### config.mk
export PLATFORM = sky130hd
export DESIGN_NAME = dff4_ce_rr_ctrl
export DESIGN_NICKNAME = d
export VERILOG_FILES = /design/src/rtl/dff4_ce_rr_ctrl.sv
export SDC_FILE = /design/constraint.sdc
export NUM_CORES = 1
export LEC_CHECK = 0
export ABC_AREA = 1
export ABC_CLOCK_PERIOD_IN_PS = 3000
export CAP_MARGIN = 25
export CORE_MARGIN = 2
export CORE_UTILIZATION = 52
export CTS_BUF_LIST = sky130_fd_sc_hd__clkbuf_8
export CTS_CLUSTER_DIAMETER = 120
export DETAILED_ROUTE_END_ITERATION = 16
export GPL_TIMING_DRIVEN = 0
export PLACE_DENSITY = 0.95
export SLEW_MARGIN = 20
export SYNTH_ARGS = -nofsm -noshare
export SYNTH_HDL_FRONTEND = slang
export SYNTH_SLANG_ARGS = --single-unit
### constraint.sdc
create_clock -name i_clk -period 3 [get_ports i_clk]
set_input_delay 0.6 -clock i_clk [delete_from_list [all_inputs] [get_ports i_clk]]
set_output_delay 0.6 -clock i_clk [all_outputs]
set_load 0.05 [all_outputs]
### src/rtl/dff4_ce_rr_ctrl.sv
// Round-robin write controller for a shared clock-enabled register.
// Grants one requester (or a clear) per 3-cycle transaction.
module dff4_ce_rr_ctrl #(
  parameter int NREQ  = 4,
  parameter int WIDTH = 4,
  parameter int IDW   = 2
) (
  input  logic                  i_clk,
  input  logic                  i_clr_n,
  input  logic [NREQ-1:0]       i_req,
  input  logic [NREQ*WIDTH-1:0] i_din,
  input  logic                  i_clr_req,
  output logic [NREQ-1:0]       o_gnt,
  output logic                  o_ce,
  output logic [WIDTH-1:0]      o_d,
  output logic                  o_clr,
  output logic                  o_ack,
  output logic [IDW-1:0]        o_owner,
  output logic                  o_busy
);

  localparam logic [1:0] S_IDLE  = 2'd0;
  localparam logic [1:0] S_WRITE = 2'd1;
  localparam logic [1:0] S_CLEAR = 2'd2;
  localparam logic [1:0] S_ACK   = 2'd3;

  logic [1:0]      r_state;
  logic [IDW-1:0]  r_ptr;
  logic [IDW-1:0]  r_owner;
  logic [IDW-1:0]  r_win;
  logic [NREQ-1:0] r_gnt;
  logic            r_ce;
  logic            r_clr;
  logic            r_ack;

  logic            w_found;
  logic [IDW-1:0]  w_win;
  logic [IDW-1:0]  w_idx;
  logic [IDW-1:0]  w_nptr;
  logic [NREQ-1:0] w_onehot;

  // First set request at or after r_ptr, wrapping modulo NREQ.
  always_comb begin
    w_found = 1'b0;
    w_win   = '0;
    w_idx   = '0;
    for (int k = 0; k < NREQ; k++) begin
      w_idx = IDW'((int'(r_ptr) + k) % NREQ);
      if (!w_found && i_req[w_idx]) begin
        w_found = 1'b1;
        w_win   = w_idx;
      end
    end
  end

  assign w_onehot = NREQ'(1) << w_win;
  assign w_nptr   = IDW'((int'(r_win) + 1) % NREQ);

  always_ff @(posedge i_clk) begin
    if (!i_clr_n) begin
      r_state <= S_IDLE;
      r_ptr   <= '0;
      r_owner <= '0;
      r_win   <= '0;
      r_gnt   <= '0;
      r_ce    <= 1'b0;
      r_clr   <= 1'b1;
      r_ack   <= 1'b0;
    end else begin
      case (r_state)
        S_IDLE: begin
          r_ack <= 1'b0;
          if (i_clr_req) begin
            r_state <= S_CLEAR;
            r_clr   <= 1'b1;
            r_gnt   <= '0;
          end else if (w_found) begin
            r_state <= S_WRITE;
            r_clr   <= 1'b0;
            r_ce    <= 1'b1;
            r_gnt   <= w_onehot;
            r_win   <= w_win;
          end else begin
            r_clr   <= 1'b0;
          end
        end
        S_WRITE: begin
          r_state <= S_ACK;
          r_ce    <= 1'b0;
          r_ack   <= 1'b1;
          r_owner <= r_win;
          r_ptr   <= w_nptr;
        end
        S_CLEAR: begin
          r_state <= S_ACK;
          r_clr   <= 1'b0;
          r_ack   <= 1'b1;
        end
        default: begin
          r_state <= S_IDLE;
          r_ack   <= 1'b0;
          r_gnt   <= '0;
          r_ce    <= 1'b0;
          r_clr   <= 1'b0;
        end
      endcase
    end
  end

  assign o_gnt   = r_gnt;
  assign o_ce    = r_ce;
  assign o_d     = r_ce ? i_din[int'(r_win)*WIDTH +: WIDTH] : '0;
  assign o_clr   = r_clr;
  assign o_ack   = r_ack;
  assign o_owner = r_owner;
  assign o_busy  = (r_state != S_IDLE);

endmodule

==> run summary <==
placed cell count -> 251
Max Clk Rate -> 0.3519 GHz
DIE HEIGHT -> 51.86 um
first-pass GRT wire length -> 4.388 mm
critical path endpoint category -> output port
TritonCTS clock tree -> yes
H-tree levels -> 1
setup_tns -> 0 ns
total power draw -> 1.455 mW
Antenna diodes -> 0
clk slew on worst S/H paths -> 0.06 ns
LEAKAGE -> 0.7670 nW
status -> finished, final reports clean
RSZ-0062 raised after global routing -> false
Syn Nets -> 214
PostCTS Resize Cnt -> 0
# Max-Cap Violations -> 0
initial antenna violation count -> 0
Post-Syn Instances -> 187
worst vdd ir -> 0.6666 mV
worst path bufs/invs -> 2
Nets -> 255
total number of vias -> 1300
Fin. Hold Viols -> 0
Final Setup Violations -> 0
number of global-route vias before repair -> 1027
core box area -> 2191 sq um
post-layout min period -> 2.842 ns
Cell Area, Synth -> 1191 sq um
CP Max Fanout -> 1
fraction of layout cells with a size suffix above 1 -> 13.66%
Detailed Route WL -> 2.741 mm
Layout area overhead -> 37.08%
Synthesis Warnings -> 0
Reg area -> 300.3 sq um
Iteration-0 DRC Markers -> 23
DR WL/cell -> 10.75 um
largest net degree at the start of global routing -> 11
gr usage total -> 21.77%
clk buf depth -> 2
crit-path cells -> clkdlybuf4s50_1 -> nor2_1 -> nor2_1 -> o21ai_0 -> a21oi_1 -> clkdlybuf4s50_1
ANT nets after route -> 0
CTS sink count -> 15
min-delay worst type -> reg -> reg
Final Max Tran Viols -> 0
Crit Path Category -> in -> out
Initial DRT Pass Iterations -> 4
CP required -> 2.40 ns
die span in x -> 51.86 um
dpl hpwl -> 2.201 mm
Max-slew headroom -> 66.03%
Die Area -> 2689 sq um
hold_buf cts -> 0
CTS Buf Count -> 3
PD cells -> 891.3 nW/um^2
Worst Max-Slew Pin Slew -> 0.5080 ns
Overflow after GRT -> 0
IO buf count -> 36
register bit total from synthesis -> 15
sequential share of the synthesized area -> 25.21%
vias per inst -> 5.098
Avg Cell Area, Syn -> 6.370 sq um
Netlist cell types -> 25
skew final -> 0.0004863 ns
routability cong. -> 0.8892
Rows -> 17
CP Launch Type -> primary input
Non-Filler Instances -> 255
# IOs -> 37
CP Data Arrival Time -> 2.24 ns
CP delay by family, top -> buffers and inverters
filler cell count -> 151
DRC -> 0
initial core utilization -> 54.37%
postcts setup bufs -> 0
max incr delay on CP -> 0.81 ns
Clock Latency Late Sink -> 0.25 ns
CTS Root Cell -> clkbuf_8
slowest CP cell -> clkdlybuf4s50_1
fin crit share -> 94.72%
area occupied by multi-input gates -> 747.0 sq um
-- sequential cells by signal, indices dropped and copies added (netlist names) --
signal and count:
o_gnt 4, o_ack 1, o_clr 1, r_win 2
o_owner 2, r_ptr 2, o_ce 1, r_state 2
-- per-stage QoR --
stage | setup slack, ns | util, % | instance area (sq um) | hold slack [ns]
3_3_place_gp | 0.1782 | 72.42 | 1587 | 0.4521
3_5_place_dp | 0.1570 | 72.42 | 1587 | 0.4544
5_1_grt | 0.006072 | 74.53 | 1633 | 0.4788
6_report | 0.1584 | 74.53 | 1633 | 0.4593
2_1_floorplan | 0.7995 | - | 1191 | 0.4716
4_1_cts | 0.1563 | 74.53 | 1633 | 0.4636
-- power by group --
group | total [mW] | switching, mW | internal [mW]
sequential | 0.293 | 0.0373 | 0.256
clock | 0.160 | 0.0683 | 0.0919
combinational | 1.00 | 0.656 | 0.346
-- cell type report --
class	instances	area share [%]
Multi-Input combinational cell	142	45.75
Timing Repair Buffer	36	22.07
Sequential cell	15	18.39
Inverter	26	6.437
Clock buffer	3	2.529
Buffer	4	2.375
Tap cell	28	2.146
Clock inverter	1	0.3065
-- cells in the mapped netlist (all sizes together) --
| master | n | area (sq um) |
|---|---|---|
| a31oi | 1 | 6.260 |
| a211oi | 1 | 7.510 |
| a21oi | 16 | 80.08 |
| nand4 | 3 | 18.77 |
| nand3 | 12 | 77.58 |
| clkinv | 1 | 3.750 |
| ha | 4 | 50.05 |
| nor2 | 24 | 102.6 |
| clkbuf | 2 | 7.510 |
| nand2 | 64 | 312.8 |
| and2 | 1 | 8.760 |
| buf | 2 | 31.28 |
| dfxtp | 15 | 300.3 |
| o21ai | 14 | 70.07 |
| inv | 25 | 101.3 |
| o22ai | 2 | 12.51 |
-- final timing paths --
path                    startpoint                    end  slack [ns]  depth (start not counted)
min          o_gnt[0]$_SDFFE_PN0P_  o_gnt[0]$_SDFFE_PN0P_        0.46                          2
max                       i_din[3]                 o_d[3]        0.16                          6
min reg2reg  o_gnt[0]$_SDFFE_PN0P_  o_gnt[0]$_SDFFE_PN0P_        0.46                          2
max reg2reg  r_ptr[0]$_SDFFE_PN0N_  r_win[0]$_SDFFE_PN0P_        1.46                         12
-- per-layer routing --
metal	vias to the layer above	GRT usage, %	wire, um
met1	573	30.25	1286
met4	0	3.947	14
met5	-	0	0
li1	678	-	-
met3	4	6.034	173
met2	45	33.76	1266
-- logic make-up (layout without fill, tap and decap cells) --
logic type               count (synthesis)  after routing  share of synthesized area [%]
AO/OA/AOI/OAI                           34             34                          14.81
adder cells (fa/ha/maj)                  4              4                          4.202
buffers and inverters                   30             70                          12.08
flip-flops                              15             15                          25.21
AND/OR/NAND/NOR                        104            104                          43.70
-- cells in the final DEF, fill, tap and decap left out, types with 2 or more instances in the layout --
master,n
a21oi_1,16
clkbuf_1,2
clkbuf_8,3
clkdlybuf4s50_1,36
dfxtp_1,15
ha_1,4
inv_1,23
nand2_1,47
nand2_2,11
nand2_4,6
nand3_1,10
nand4_1,3
nor2_1,21
nor2_2,2
o21ai_0,14
o22ai_1,2
-- worst reg2reg max path, cell delays in order (launching register included) --
cell     delay, ns
dfxtp_1       0.30
buf_6         0.14
inv_8         0.06
buf_12        0.12
nand2_2       0.05
nand2_2       0.08
nand2_2       0.07
nand2_4       0.11
nand3_2       0.09
nand2_2       0.08
inv_1         0.08
o21ai_0       0.19
a21oi_1       0.07
Note: power is estimated with default switching activity, not from simulation.
